--- config.mk ---
export PLATFORM = sky130hd
export DESIGN_NAME = pic_ctrl_sequencer
export DESIGN_NICKNAME = d
export VERILOG_FILES = /design/src/rtl/pic_pkg.sv /design/src/rtl/pic_bus_writer.sv /design/src/rtl/pic_ctrl_sequencer.sv
export SDC_FILE = /design/constraint.sdc
export NUM_CORES = 1
export LEC_CHECK = 0
export BUFFER_PORTS_ARGS = -buffer_cell sky130_fd_sc_hd__buf_2
export CAP_MARGIN = 20
export CORE_UTILIZATION = 28
export DETAILED_ROUTE_END_ITERATION = 12
export HOLD_SLACK_MARGIN = 0.15
export PLACE_DENSITY_LB_ADDON = 0.12
export REMOVE_ABC_BUFFERS = 1
export SYNTH_ARGS = -nofsm -noshare
export SYNTH_HDL_FRONTEND = slang
export SYNTH_HIERARCHICAL = 1
export SYNTH_SLANG_ARGS = --single-unit
--- constraint.sdc ---
create_clock -name clk -period 2.48 [get_ports clk]
set_input_delay 0.372 -clock clk [delete_from_list [all_inputs] [get_ports clk]]
set_output_delay 0.372 -clock clk [all_outputs]
set_load 0.005 [all_outputs]
--- src/rtl/pic_pkg.sv ---
// Shared types and OCW2 command constants for the 8259 PIC control sequencer.
// Both the sequencer and its bus writer import this package.
package pic_pkg;

    typedef enum logic [2:0] {
        ST_ICW1,
        ST_ICW2,
        ST_ICW4,
        ST_OCW1,
        ST_READY,
        ST_WR_MASK,
        ST_WR_EOI
    } pic_state_t;

    typedef enum logic [1:0] {
        WR_IDLE,
        WR_STROBE,
        WR_GAP
    } wr_state_t;

    localparam logic [7:0] EOI_NS   = 8'h20;
    localparam logic [7:0] EOI_SPEC = 8'h60;

    localparam logic PIC_ADDR_CMD  = 1'b0;
    localparam logic PIC_ADDR_DATA = 1'b1;

    // Specific EOI carries the level in the low three bits of OCW2.
    function automatic logic [7:0] ocw2_eoi(input logic specific, input logic [2:0] level);
        return specific ? (EOI_SPEC | {5'b00000, level}) : EOI_NS;
    endfunction

endpackage

--- src/rtl/pic_bus_writer.sv ---
// Performs one PIC register write: holds the strobes until pic_ack or timeout,
// then forces a single idle gap cycle before the next write may start.
module pic_bus_writer
    import pic_pkg::*;
#(
    parameter int ACK_TIMEOUT = 255
) (
    input  logic        clk,
    input  logic        reset,
    input  logic        go,
    input  logic        addr,
    input  logic [7:0]  data,
    input  logic        pic_ack,
    output logic        pic_cs,
    output logic        pic_we,
    output logic        pic_addr,
    output logic [15:0] pic_wdata,
    output logic        done,
    output logic        timed_out,
    output logic        active
);

    localparam int CW = $clog2(ACK_TIMEOUT + 1);
    localparam logic [CW-1:0] ACK_LIMIT = CW'(ACK_TIMEOUT - 1);

    wr_state_t     wr_state;
    logic [CW-1:0] ack_cnt;
    logic          limit_hit;

    // The counter holds the number of strobe cycles already elapsed, so the
    // strobes stay up for exactly ACK_TIMEOUT cycles before being abandoned.
    assign limit_hit = (ack_cnt == ACK_LIMIT);
    assign done      = (wr_state == WR_STROBE) && (pic_ack || limit_hit);
    assign timed_out = (wr_state == WR_STROBE) && !pic_ack && limit_hit;
    assign active    = (wr_state != WR_IDLE);

    always_ff @(posedge clk or posedge reset) begin
        if (reset) begin
            wr_state  <= WR_IDLE;
            pic_cs    <= 1'b0;
            pic_we    <= 1'b0;
            pic_addr  <= 1'b0;
            pic_wdata <= 16'h0000;
            ack_cnt   <= '0;
        end else begin
            case (wr_state)
                WR_IDLE, WR_GAP: begin
                    if (go) begin
                        wr_state  <= WR_STROBE;
                        pic_cs    <= 1'b1;
                        pic_we    <= 1'b1;
                        pic_addr  <= addr;
                        pic_wdata <= {8'h00, data};
                        ack_cnt   <= '0;
                    end else begin
                        wr_state <= WR_IDLE;
                    end
                end
                WR_STROBE: begin
                    if (pic_ack || limit_hit) begin
                        wr_state <= WR_GAP;
                        pic_cs   <= 1'b0;
                        pic_we   <= 1'b0;
                    end else begin
                        ack_cnt <= ack_cnt + CW'(1);
                    end
                end
                default: begin
                    wr_state <= WR_IDLE;
                    pic_cs   <= 1'b0;
                    pic_we   <= 1'b0;
                end
            endcase
        end
    end

endmodule

--- src/rtl/pic_ctrl_sequencer.sv ---
// Initialises an 8259-style PIC (ICW1/ICW2/ICW4/OCW1) and then serves queued
// EOI, mask and re-initialise requests through a single bus writer.
module pic_ctrl_sequencer
    import pic_pkg::*;
#(
    parameter logic [7:0] ICW1_VAL    = 8'h13,
    parameter logic [7:0] ICW2_VAL    = 8'h08,
    parameter logic [7:0] ICW4_VAL    = 8'h01,
    parameter logic [7:0] OCW1_INIT   = 8'hFF,
    parameter int         ACK_TIMEOUT = 255
) (
    input  logic        clk,
    input  logic        reset,
    input  logic        start,
    input  logic        mask_req,
    input  logic [7:0]  mask_data,
    output logic        mask_ack,
    input  logic        eoi_req,
    input  logic        eoi_specific,
    input  logic [2:0]  eoi_level,
    output logic        eoi_ack,
    output logic        pic_cs,
    output logic        pic_we,
    output logic        pic_addr,
    output logic [15:0] pic_wdata,
    input  logic        pic_ack,
    output logic        init_done,
    output logic        busy,
    output logic        timeout_err
);

    pic_state_t state;
    logic       go;
    logic       wr_addr;
    logic [7:0] wr_data;
    logic       wr_done;
    logic       wr_timed_out;
    logic       wr_active;
    logic       mask_pend;
    logic       eoi_pend;
    logic       start_pend;

    pic_bus_writer #(
        .ACK_TIMEOUT(ACK_TIMEOUT)
    ) u_writer (
        .clk       (clk),
        .reset     (reset),
        .go        (go),
        .addr      (wr_addr),
        .data      (wr_data),
        .pic_ack   (pic_ack),
        .pic_cs    (pic_cs),
        .pic_we    (pic_we),
        .pic_addr  (pic_addr),
        .pic_wdata (pic_wdata),
        .done      (wr_done),
        .timed_out (wr_timed_out),
        .active    (wr_active)
    );

    // go is still high in the cycle before the writer raises its strobes.
    assign busy = (state != ST_READY) || wr_active || go;

    // Each state transition that needs a write loads wr_addr/wr_data and pulses
    // go in the same edge, so the writer launches the next write right out of
    // its gap cycle. Reset itself counts as entering ICW1, hence go resets high.
    always_ff @(posedge clk or posedge reset) begin
        if (reset) begin
            state       <= ST_ICW1;
            go          <= 1'b1;
            wr_addr     <= PIC_ADDR_CMD;
            wr_data     <= ICW1_VAL;
            mask_pend   <= 1'b0;
            eoi_pend    <= 1'b0;
            start_pend  <= 1'b0;
            init_done   <= 1'b0;
            timeout_err <= 1'b0;
            mask_ack    <= 1'b0;
            eoi_ack     <= 1'b0;
        end else begin
            go         <= 1'b0;
            mask_ack   <= 1'b0;
            eoi_ack    <= 1'b0;
            mask_pend  <= mask_pend | mask_req;
            eoi_pend   <= eoi_pend | eoi_req;
            start_pend <= start_pend | start;
            if (wr_timed_out) begin
                timeout_err <= 1'b1;
            end

            case (state)
                ST_ICW1: begin
                    if (wr_done) begin
                        state   <= ST_ICW2;
                        go      <= 1'b1;
                        wr_addr <= PIC_ADDR_DATA;
                        wr_data <= ICW2_VAL;
                    end
                end
                ST_ICW2: begin
                    if (wr_done) begin
                        state   <= ST_ICW4;
                        go      <= 1'b1;
                        wr_addr <= PIC_ADDR_DATA;
                        wr_data <= ICW4_VAL;
                    end
                end
                ST_ICW4: begin
                    if (wr_done) begin
                        state   <= ST_OCW1;
                        go      <= 1'b1;
                        wr_addr <= PIC_ADDR_DATA;
                        wr_data <= OCW1_INIT;
                    end
                end
                ST_OCW1: begin
                    if (wr_done) begin
                        state     <= ST_READY;
                        init_done <= 1'b1;
                    end
                end
                // Re-init outranks EOI, which outranks a mask update.
                ST_READY: begin
                    if (start_pend) begin
                        state       <= ST_ICW1;
                        go          <= 1'b1;
                        wr_addr     <= PIC_ADDR_CMD;
                        wr_data     <= ICW1_VAL;
                        start_pend  <= start;
                        init_done   <= 1'b0;
                        timeout_err <= 1'b0;
                    end else if (eoi_pend) begin
                        state   <= ST_WR_EOI;
                        go      <= 1'b1;
                        wr_addr <= PIC_ADDR_CMD;
                        wr_data <= ocw2_eoi(eoi_specific, eoi_level);
                    end else if (mask_pend) begin
                        state   <= ST_WR_MASK;
                        go      <= 1'b1;
                        wr_addr <= PIC_ADDR_DATA;
                        wr_data <= mask_data;
                    end
                end
                ST_WR_MASK: begin
                    if (wr_done) begin
                        state     <= ST_READY;
                        mask_ack  <= 1'b1;
                        mask_pend <= mask_req;
                    end
                end
                ST_WR_EOI: begin
                    if (wr_done) begin
                        state    <= ST_READY;
                        eoi_ack  <= 1'b1;
                        eoi_pend <= eoi_req;
                    end
                end
                default: begin
                    state <= ST_ICW1;
                    go    <= 1'b1;
                end
            endcase
        end
    end

endmodule

Word level (Yosys, flattened, before mapping)

Cells that the tools add are included.

Equality and inequality tests: 21
Mux-type cells: 48
Reduce and logical (&&, ||, !) cells: 24
$add $sub $neg: 1
Bitwise operators: 3

Operators with widths:

| operator            | number |
|---|---|
| $mux 8              | 8 |
| $pmux 8 s4          | 1 |
| $mux 1              | 23 |
| $mux 3              | 7 |
| $pmux 8 s2          | 1 |
| $pmux 3 s5          | 1 |
| $ne 2x1->1 const B  | 6 |
| $reduce_and 5->1    | 2 |
| $eq 3x3->1 const B  | 3 |
| $reduce_and 3->1    | 3 |
| $add 8x1->8 const B | 1 |
| $eq 8x8->1 const B  | 1 |
| $ne 2x2->1 const B  | 4 |
| $reduce_bool 2->1   | 4 |
| $mux 7              | 1 |
| $eq 3x2->1 const B  | 2 |
| $pmux 1 s2          | 3 |
| $reduce_or 3->1     | 2 |
| $ne 4x4->1 const B  | 1 |
| $pmux 2 s2          | 1 |
| $reduce_and 2->1    | 2 |
| $reduce_bool 4->1   | 1 |
| $eq 3x1->1 const B  | 1 |
| $logic_and 1x1->1   | 3 |
| 11 further kinds    | 15 |

Input bits: 18
Logic and storage cells: 113
Output and inout bits: 24
Flip-flop bits (word level): 40

Longest topological paths before layout

Gate-level depths: netlist of the first run.

Word-level depth: 6
Depth in mapped cells: 9
Depth with buffers taken out: 9

By module

The synthesis of the first run kept the hierarchy.

By module, submodules not included:

| module             | area an instance (µm²) | seq. area each (µm²) | cells an instance | times used |
|---|---|---|---|---|
| pic_ctrl_sequencer | 1108.6                 | 505.5                | 117               | 1 |
| pic_bus_writer     | 1032.2                 | 500.5                | 113               | 1 |

Worst setup path after synthesis of the first run

OpenSTA, ideal clock, no wires.

Kind: register to register
From: register u_writer.ack_cnt[0]
To: register wr_data[3]
Stages on the path, launching flop included: 10
Period minus slack after synthesis: 2.293 ns
Arrival time: 2.168 ns
Library setup time: 0.125 ns
Slack: 0.187 ns
Required time: 2.355 ns
Path buffers: 0
Path through: dfrtp_1 inv_1 ha_1 and4_1 a21oi_1 nor3_1 nand2b_1 a21oi_2 o22ai_4 mux2_4

Cells in the longest elaborated chain, start to end: 5
Elaborated cells on any way between the ends: 7
Classes of those cells: eq/ne (4); reduce/logical (3)

RTL lines:

| element                             | line                      | text |
|---|---|---|
| start: declaration                  | pic_bus_writer.sv:27      | `logic [CW-1:0] ack_cnt;` |
| start signal: assignment            | pic_bus_writer.sv:65      | `ack_cnt <= ack_cnt + CW'(1);` |
| $eq 8x8->1 *                        | pic_bus_writer.sv:32      | `assign limit_hit = (ack_cnt == ACK_LIMIT);` |
| $logic_or 1x1->1 *                  | pic_bus_writer.sv:33      | `assign done = (wr_state == WR_STROBE) && (pic_ack \|\| limit_hit);` |
| $logic_and 1x1->1 *                 | pic_bus_writer.sv:33      |  |
| named net wr_done                   | pic_ctrl_sequencer.sv:36  | `logic wr_done;` |
| $ne 2x1->1 (no source line)         | --                        |  |
| $reduce_and 5->1 (no source line) * | --                        |  |
| end signal: assignment              | pic_ctrl_sequencer.sv:136 | `wr_data <= ocw2_eoi(eoi_specific, eoi_level);` |
| end signal: assignment              | pic_ctrl_sequencer.sv:141 | `wr_data <= mask_data;` |
| end: declaration                    | pic_ctrl_sequencer.sv:35  | `logic [7:0] wr_data;` |

Mark *: on every way through the listed nets, which the timed path passes. The rest lies on a longest branch.
A chain may end at the register's enable or synchronous reset.

Worst setup path after layout of the first run

Same ends and word-level chain as after synthesis.

==> results of run 1 <==
## kinds of logic after synthesis
group / synth area share (%)
simple gates: 22.7
compound gates: 15.8
flops: 47.0
buf+inv: 7.25
mux: 5.84
fa+ha+maj: 1.17
other cells: 0.175
## layer usage
layer  GRT usage [%]  part of all wire [%]  vias to the layer above
met3            3.14                   4.3                        4
met2            20.9                    45                       43
met5               0                     0                        -
met1            19.5                    50                      788
li1                -                     -                      842
met4            4.18                  0.74                        0
## timing repair
action                                 CTS  global route
setup endpoints to repair                0             2
setup buffers                            0             1
resized for setup                        0             4
hold buffers                             0             0
endpoints found under the hold margin    0             0
## report_power, final
part	total, mW	leakage (nW)	internal [mW]	switching, mW
sequential	1.06	0.494	0.875	0.181
clock	0.540	0.0541	0.298	0.242
combinational	1.10	0.681	0.522	0.580
total	2.70	1.23	1.69	1.00
## state kept, by name, summed over array words and instances (netlist names), 2 cells and up
signal and flops:
wr_data 8, state 3, u_writer/wr_state 2, u_writer/ack_cnt 8, u_writer/pic_wdata 8
## cell type report
| cell class | instances | area, µm² |
|---|---|---|
| clock inverters | 3 | 42.5 |
| inverters | 11 | 41.3 |
| well taps | 99 | 124 |
| repair buffers | 39 | 223 |
| flip-flops and latches | 40 | 1010 |
| multi-input cells | 166 | 1030 |
| clock buffers | 5 | 68.8 |
| fillers | 782 | 4800 |
## cells in the mapped netlist, types with 5 or more instances
cell type  count  area [µm²]
mux2_4         5        75.1
nor2b_1        7        43.8
inv_1         11        41.3
mux2i_1        5        50.1
buf_4          9        67.6
o21ai_0        5        25.0
nor2_1        16        60.1
a31oi_1        7        43.8
dfrtp_1       36         901
a21oi_1       11        55.1
clkbuf_1       7        26.3
nand2b_1       7        43.8
nand2_1       41         154
## metrics by stage
step | instances | power, mW | util, %
floorplan | 217 | 1.76 | -
global placement | 354 | 2.12 | 32.5
detailed placement | 354 | 2.12 | 32.5
CTS | 362 | 2.66 | 34.0
global route | 363 | 2.92 | 34.5
finish | 363 | 2.70 | 34.5
## critical path: cells and delay by family (launching register included)
kind,cells,cell delay (ns)
compound gates,3,0.53
fa+ha+maj,1,0.21
buf+inv,2,0.21
flops,1,0.43
mux,1,0.29
simple gates,3,0.49
## worst min-delay path by stage
stage / end / slack [ns] / start
6_report: u_writer/ack_cnt[5] / 0.21 / reset
2_1_floorplan: eoi_ack / 0.33 / reset
5_1_grt: start_pend / 0.25 / start
4_1_cts: start_pend / 0.25 / start
3_3_place_gp: u_writer/pic_addr / 0.46 / u_writer/pic_addr
3_5_place_dp: u_writer/pic_addr / 0.46 / u_writer/pic_addr
==> metrics.md, run 1 <==
| Metric | Value |
|---|---|
| Arr. time, crit path | 2.47 ns |
| CP Cell Sequence | inv_1, ha_1, and4_1, a21oi_2, nor3_2, nand2b_1, a21oi_4, o22ai_4, buf_12, mux2_4 |
| Yosys warns | 6 |
| Worst hold-check path type | in -> async |
| CP Capture Type | flip-flop |
| Setup WS pre-CTS | 0.150 ns |
| Slew Viols, Final | 0 |
| Post-synth EDFFs | 0 |
| Global-route wire length before repair | 8210 µm |
| Initial antenna violation count | 0 |
| Routed Antenna Nets | 0 |
| VDD IR-drop max | 0.330 mV |
| Tcrit/Tclk final | 92.1% |
| Slew headroom | 47.6% |
| Dpl hpwl | 3640 µm |
| Ant. Diodes | 0 |
| Share of layout cells above drive strength 1 | 25.8% |
| Post-route cell area | 2530 µm² |
| CP max FO | 8 |
| Crit path max-delay cell type | dfrtp_1 |
| DP Area | 2380 µm² |
| Clock Skews | 0.0146 ns |
| CTS buffer count | 5 |
| MaxCap Viol Count | 0 |
| Io pins | 42 |
| Post-synthesis cell area | 2140 µm² |
| Delay of the slowest cell on the worst path | 0.43 ns |
| Fmax | 0.438 GHz |
| Latest clock arrival within the worst-skew pair | 0.30 ns |
| Hold WS | 0.211 ns |
| Vias in the first global route | 1629 |
| Reg clk slew, reported paths | 0.09 ns |
| Pwr dens | 1070 nW/µm² |
| WS Path Type | reg -> reg |
| Final setup margin | 0.195 ns |
| Drt total wl | 4970 µm |
| DR WL/cell | 13.7 µm |
| Synthesis-to-layout area growth | 18.3% |
| RSZ-0062 raised after global routing | no |
| Clock root buffer | clkbuf_8 |
| R2R Path Start | u_writer/ack_cnt[0] |
| IO buf count | 33 |
| Commonest register cell after synthesis | dfrtp_1 |
| Crit path from | u_writer/ack_cnt[0] |
| Initial DRC Count | 72 |
| Register area share after synthesis | 47.0% |
| Synth Register Bits | 40 |
| Fraction of registers with async set/reset | 100% |
| Status | finished, final reports clean |
| Routability cong. | 0.813 |
| Most frequent cells in the layout | 41 x nand2_1, 36 x dfrtp_1, 33 x buf_2, 16 x nor2_1, 11 x inv_1 |
| Min cycle time layout | 2.28 ns |
| Commonest non-fill, non-tap cell in the layout | nand2_1 |
| Req. time, crit path | 2.67 ns |
| R2R setup slack | 0.20 ns |
| Worst-margin pin slew | 0.785 ns |
| CTS tree | yes |
| CTS max path bufs | 2 |
| DR vias | 1677 |
| Worst reg2reg path endpoint | wr_data[3] |
| Remaining DRCs | 0 |
| Starting Density | 29.2% |
| Cell depth of the worst flop-to-flop path | 10 |
| 1st-pass router iterations | 4 |
| Leak | 1.23 nW |
| Synth Instances | 230 |
| Largest net degree at the start of global routing | 22 |
| Die Wd | 89.4 µm |
| DIE HEIGHT | 89.4 µm |
| Core ar. | 7330 µm² |
| Setup violations, final | 0 |
| Total clock sinks | 40 |
| Avg Inst Size Synth | 9.31 µm² |
| Final Hold Fails | 0 |
| Fin Setup TNS | 0 ns |
| Layout net count | 283 |
| Full die area | 8000 µm² |
| Setup crit end | wr_data[3] |
| Vias/cell | 4.62 |
| Row count | 31 |
| Global-route usage over all layers | 13.8% |
| H-tree levels | 2 |
| Remaining global-route overflow | 0 |
| CP startpoint kind | flip-flop |
| Distinct cells, synth | 51 |
(Power assumes the default switching activity.)
==> run 2, diff against run 1 <==
--- a/config.mk
+++ b/config.mk
@@ -9,8 +9,10 @@
 export CAP_MARGIN = 20
 export CORE_UTILIZATION = 28
 export DETAILED_ROUTE_END_ITERATION = 12
+export GPL_TIMING_DRIVEN = 1
 export HOLD_SLACK_MARGIN = 0.15
 export PLACE_DENSITY_LB_ADDON = 0.12
+export RECOVER_POWER = 25
 export REMOVE_ABC_BUFFERS = 1
 export SYNTH_ARGS = -nofsm -noshare
 export SYNTH_HDL_FRONTEND = slang
==> metrics.md, run 2 (same netlist as run 1, synthesis figures left out) <==
| Metric | Value |
|---|---|
| CP max FO | 8 (unchanged) |
| Worst hold-check path type | in -> async |
| Fin Setup TNS | 0 ns (unchanged) |
| Routed Antenna Nets | 0 (unchanged) |
| Setup crit end | wr_data[3] |
| # fillers | 782 (unchanged) |
| Status | finished, final reports clean |
| CTS tree | yes |
| CTS max path bufs | 2 (unchanged) |
| Crit path max-delay cell type | dfrtp_1 |
| Arr. time, crit path | 2.47 ns (about the same) |
| Commonest non-fill, non-tap cell in the layout | nand2_1 |
| Starting Density | 29.2% (unchanged) |
| Clock Skews | 0.0146 ns (+0.00000730 ns) |
| Leak | 1.23 nW (-0.22%) |
| Global-route wire length before repair | 8210 µm (unchanged) |
| MaxCap Viol Count | 0 (unchanged) |
| DIE HEIGHT | 89.4 µm (unchanged) |
| Global-route usage over all layers | 13.8% (unchanged) |
| Share of layout cells above drive strength 1 | 25.4% (-0.38 points) |
| Final Hold Fails | 0 (unchanged) |
| R2R setup slack | 0.19 ns (about the same) |
| Pwr dens | 1070 nW/µm² (about the same) |
| Cell depth of the worst flop-to-flop path | 10 (unchanged) |
| Layout net count | 283 (unchanged) |
| Delay of the slowest cell on the worst path | 0.43 ns (about the same) |
| Latest clock arrival within the worst-skew pair | 0.30 ns (about the same) |
| Tcrit/Tclk final | 92.3% (+0.14 points) |
| Io pins | 42 (unchanged) |
| Synthesis-to-layout area growth | 18.2% (about the same) |
| CP startpoint kind | flip-flop |
| Top flop regs | u_writer/ack_cnt x8, u_writer/pic_wdata x8, wr_data x8 |
| Slew Viols, Final | 0 (unchanged) |
| H-tree levels | 2 (unchanged) |
| Worst-margin pin slew | 0.786 ns (+0.000782 ns) |
| Row count | 31 (unchanged) |
| Remaining global-route overflow | 0 (unchanged) |
| Most frequent cells in the layout | 41 x nand2_1, 36 x dfrtp_1, 32 x buf_2, 16 x nor2_1, 11 x inv_1 |
| Vias in the first global route | 1629 (unchanged) |
| Remaining DRCs | 0 (unchanged) |
| Min cycle time layout | 2.29 ns (+0.00357 ns) |
| Core ar. | 7330 µm² (unchanged) |
| Final setup margin | 0.192 ns (-0.00357 ns) |
| Vias/cell | 4.61 (-0.12%) |
| Initial antenna violation count | 0 (unchanged) |
| Initial DRC Count | 73 (+1.4%) |
| Total clock sinks | 40 (unchanged) |
| 1st-pass router iterations | 4 (unchanged) |
| Core Util, Final | 34.5% (about the same) |
| VDD IR-drop max | 0.330 mV (unchanged) |
| WS Path Type | reg -> reg |
| Req. time, crit path | 2.67 ns (about the same) |
| Dpl hpwl | 3640 µm (unchanged) |
| Setup WS pre-CTS | 0.150 ns (unchanged) |
| DR WL/cell | 13.7 µm (about the same) |
| CTS buffer count | 5 (unchanged) |
| Worst reg2reg path endpoint | wr_data[3] |
| CP Cell Sequence | inv_1, ha_1, and4_1, a21oi_2, nor3_2, nand2b_1, a21oi_4, o22ai_4, buf_12, mux2_4 |
| Routability cong. | 0.813 (unchanged) |
| CP Capture Type | flip-flop |
| R2R Path Start | u_writer/ack_cnt[0] |
| IO buf count | 33 (unchanged) |
| Slew headroom | 47.6% (-0.052 points) |
| Drt total wl | 4980 µm (about the same) |
| DR vias | 1675 (-0.12%) |
| Ant. Diodes | 0 (unchanged) |
| Largest net degree at the start of global routing | 22 (unchanged) |
| Crit path from | u_writer/ack_cnt[0] |
| Full die area | 8000 µm² (unchanged) |
| Clock root buffer | clkbuf_8 |
| Setup violations, final | 0 (unchanged) |
| RSZ-0062 raised after global routing | no |
| Reg clk slew, reported paths | 0.09 ns (about the same) |
| Fmax | 0.437 GHz (-0.16%) |
| Die Wd | 89.4 µm (unchanged) |
run 2: cell type report:
cell class                      count  area [µm²]  share of cell area, %
Sequential cell                    40        1010                   39.7
Timing Repair Buffer               39         221                   8.75
Inverter                           11        41.3                   1.63
Multi-Input combinational cell    166        1030                   40.6
Clock inverter                      3        42.5                   1.68
Tap cell                           99         124                   4.89
Clock buffer                        5        68.8                   2.72
run 2: worst min-delay path by stage:
stage / endpoint / slack, ns / cells after the start
after global routing: start_pend / 0.25 / 2
after detailed placement: u_writer/pic_addr / 0.46 / 2
after CTS: start_pend / 0.25 / 2
final: u_writer/ack_cnt[5] / 0.20 / 2
after floorplan: eoi_ack / 0.33 / 1
after global placement: u_writer/pic_addr / 0.46 / 2
run 2: layer usage:
layer  GRT usage [%]  part of all wire (%)  vias up
met3            3.14                   4.2        4
met4            4.18                  0.74        0
met5               0                     0        -
met1            19.5                    50      787
met2            20.9                    45       42
li1                -                     -      842
run 2: critical path, delay by kind of cell, from the launching register on:
kind | cells | cell delay (ns)
AND/OR/NAND/NOR | 3 | 0.49
buffers and inverters | 2 | 0.21
adder cells (fa/ha/maj) | 1 | 0.21
AO/OA/AOI/OAI | 3 | 0.53
flip-flops | 1 | 0.43
multiplexers | 1 | 0.29
run 2: metrics by stage:
stage	power [mW]	hold WS, ns	instances	cell area (µm²)
floorplan	1.76	0.333	217	2050
global placement	2.12	0.455	354	2380
detailed placement	2.12	0.460	354	2380
CTS	2.66	0.252	362	2490
global route	2.92	0.249	363	2530
finish	2.70	0.197	363	2530
run 2: what timing repair did:
item / CTS / global route
hold buffers: 0 / 0
resized for setup: 0 / 4
setup endpoints to repair: 0 / 2
setup buffers: 0 / 1
hold endpoints to repair: 0 / 0
run 2: power by group:
group	switching (mW)	internal (mW)
logic	0.580	0.522
clock network	0.242	0.298
registers	0.181	0.875
total	1.00	1.69
==> run 3, diff against run 2 <==
==> constraint.sdc (replaced) <==
create_clock -name clk -period 2.48 [get_ports clk]
set_input_delay 0.124 -clock clk [delete_from_list [all_inputs] [get_ports clk]]
set_output_delay 0.124 -clock clk [all_outputs]
set_load 0.005 [all_outputs]
==> metrics.md, run 3 (same netlist as run 1, synthesis figures left out) <==
| Metric | Value |
|---|---|
| Leak | 1.21 nW (-1.7%) |
| Global-route wire length before repair | 8550 µm (+4.1%) |
| CP most frequent cell | a21oi_2 |
| Worst-margin pin slew | 0.826 ns (+0.0408 ns) |
| Synthesis-to-layout area growth | 18.6% |
| Tcrit/Tclk final | 93.6% (+1.3 points) |
| CP Cell Sequence | inv_1, ha_1, and4_1, a21oi_2, nor3_1, nand2b_1, a21oi_2, o22ai_4, mux2_4 |
| Setup crit end | wr_data[7] |
| # fillers | 764 (-2.3%) |
| Initial DRC Count | 79 (+8.2%) |
| DR top layer | met4 |
| DIE HEIGHT | 89.4 µm (unchanged) |
| WS Path Type | reg -> reg |
| Met2 Wirelength | 2200 µm (-1.7%) |
| Final Hold Fails | 0 (unchanged) |
| Layout net count | 288 (+1.8%) |
| DR vias | 1711 (+2.1%) |
| CP Capture Type | flip-flop |
| Worst reg2reg path endpoint | wr_data[7] |
| DR WL met3 | 191 µm (-9.0%) |
| Min cycle time layout | 2.32 ns (+0.0333 ns) |
| Remaining DRCs | 0 (unchanged) |
| Fin Setup TNS | 0 ns (unchanged) |
| H-tree levels | 2 (unchanged) |
| Vias/cell | 4.65 (+0.76%) |
| Full die area | 8000 µm² (unchanged) |
| R2R Path Start | u_writer/ack_cnt[0] |
| Slew Viols, Final | 0 (unchanged) |
| Crit path from | u_writer/ack_cnt[0] |
| Total clock sinks | 40 (unchanged) |
| Arr. time, crit path | 2.51 ns (+0.04 ns) |
| CTS tree | yes |
| Share of layout cells above drive strength 1 | 21.2% (-4.2 points) |
| Most frequent cells in the layout | 41 x nand2_1, 36 x dfrtp_1, 22 x buf_2, 16 x nor2_1 |
| Delay of the slowest cell on the worst path | 0.44 ns (about the same) |
| Vias in the first global route | 1705 (+4.7%) |
| RSZ-0062 raised after global routing | no |
| Status | finished, final reports clean |
| Die Wd | 89.4 µm (unchanged) |
| Commonest non-fill, non-tap cell in the layout | nand2_1 |
| VDD IR-drop max | 0.321 mV (-2.7%) |
| Fmax | 0.431 GHz (-1.4%) |
| Io pins | 42 (unchanged) |
| Worst hold-check path type | in -> reg |
| Largest net degree at the start of global routing | 21 (-4.5%) |
| Routability cong. | 0.824 (+1.4%) |
| Slew headroom | 44.8% (-2.7 points) |
| Hold WS | 0.157 ns (-0.0406 ns) |
| Remaining global-route overflow | 0 (unchanged) |
| Drt total wl | 5080 µm (+2.2%) |
| Latest clock arrival within the worst-skew pair | 0.30 ns (about the same) |
| CTS max path bufs | 2 (unchanged) |
| IO buf count | 33 (unchanged) |
| Row count | 31 (unchanged) |
| Reg clk slew, reported paths | 0.09 ns (about the same) |
| CP startpoint kind | flip-flop |
| MaxCap Viol Count | 0 (unchanged) |
| Clock root buffer | clkbuf_8 |
| CP max FO | 8 (unchanged) |
| Cell depth of the worst flop-to-flop path | 9 (-1) |
| Ant. Diodes | 0 (unchanged) |
| 1st-pass router iterations | 4 (unchanged) |
| Dpl hpwl | 3710 µm (+1.9%) |
| Global-route usage over all layers | 14.4% (+0.67 points) |
| Initial antenna violation count | 0 (unchanged) |
| Core ar. | 7330 µm² (unchanged) |
| Starting Density | 29.2% (unchanged) |
| Routed Antenna Nets | 0 (unchanged) |
| R2R setup slack | 0.16 ns (-0.03 ns) |
| Top flop regs | u_writer/ack_cnt x8, u_writer/pic_wdata x8, wr_data x8 |
| Clock Skews | 0.0110 ns (-0.00356 ns) |
| Met1 Wirelength | 2620 µm (+5.4%) |
| CTS buffer count | 5 (unchanged) |
| Req. time, crit path | 2.67 ns (about the same) |
| Setup violations, final | 0 (unchanged) |
| Crit path max-delay cell type | dfrtp_1 |
| Pwr dens | 1050 nW/µm² (-1.4%) |
| DR WL/cell | 13.8 µm (+0.78%) |
==> run 3: cell types whose count changed in the layout (fill, tap and decap cells not counted), sizes merged <==
cell / change
buf: -9
clkbuf: +10
clkinv: -1
dlygate4sd3: +4
inv: +1
==> run 3: power breakdown <==
group          switching (mW)  internal (mW)  leakage [nW]
Combinational           0.557          0.491         0.656
Clock                   0.256          0.303        0.0548
Sequential              0.186          0.875         0.494
==> run 3: repair_timing <==
item | 4_1_cts | 5_1_grt
buffers inserted | 0 | 1
gates resized for setup | 0 | 1
hold buffers | 4 | 0
hold endpoints to repair | 39 | 0
setup endpoints to repair | 0 | 1
==> run 3: how the worst min path moves through the flow <==
stage / startpoint / end / slack (ns) / depth (start not counted)
3_5_place_dp: start / start_pend / 0.31 / 2
2_1_floorplan: reset / eoi_ack / 0.08 / 1
3_3_place_gp: start / start_pend / 0.30 / 2
5_1_grt: pic_ack / u_writer/pic_we / 0.16 / 3
6_report: pic_ack / u_writer/pic_we / 0.16 / 3
4_1_cts: pic_ack / u_writer/pic_we / 0.17 / 3
==> run 3: cell type report <==
cell class	count	area, µm²	share of cell area, %
well taps	99	124	4.88
multi-input cells	166	1010	39.8
clock buffers	5	68.8	2.71
flip-flops and latches	40	1010	39.6
clock inverters	3	46.3	1.82
repair buffers	44	244	9.61
inverters	11	41.3	1.63
==> run 3: routing by layer <==
metal / up-vias / GRT usage, %
met3: 7 / 2.86
met1: 800 / 20.2
met5: - / 0
met4: 0 / 4.33
li1: 858 / -
met2: 46 / 22.5
==> run 3: critical path: cells and delay by family (launching register included) <==
family / cells / cell delay, ns
simple gates: 3 / 0.69
compound gates: 3 / 0.52
fa+ha+maj: 1 / 0.16
flops: 1 / 0.44
mux: 1 / 0.32
buf+inv: 1 / 0.08
==> run 3: metrics by stage <==
stage	power, mW	utilization, %	area (µm²)	std cells	worst slack (ns)
global route	2.91	34.6	2540	368	0.0440
finish	2.67	34.6	2540	368	0.158
floorplan	1.76	-	2050	217	0.185
global placement	2.13	32.6	2390	355	0.228
detailed placement	2.13	32.6	2390	355	0.151
CTS	2.71	34.7	2540	367	0.139
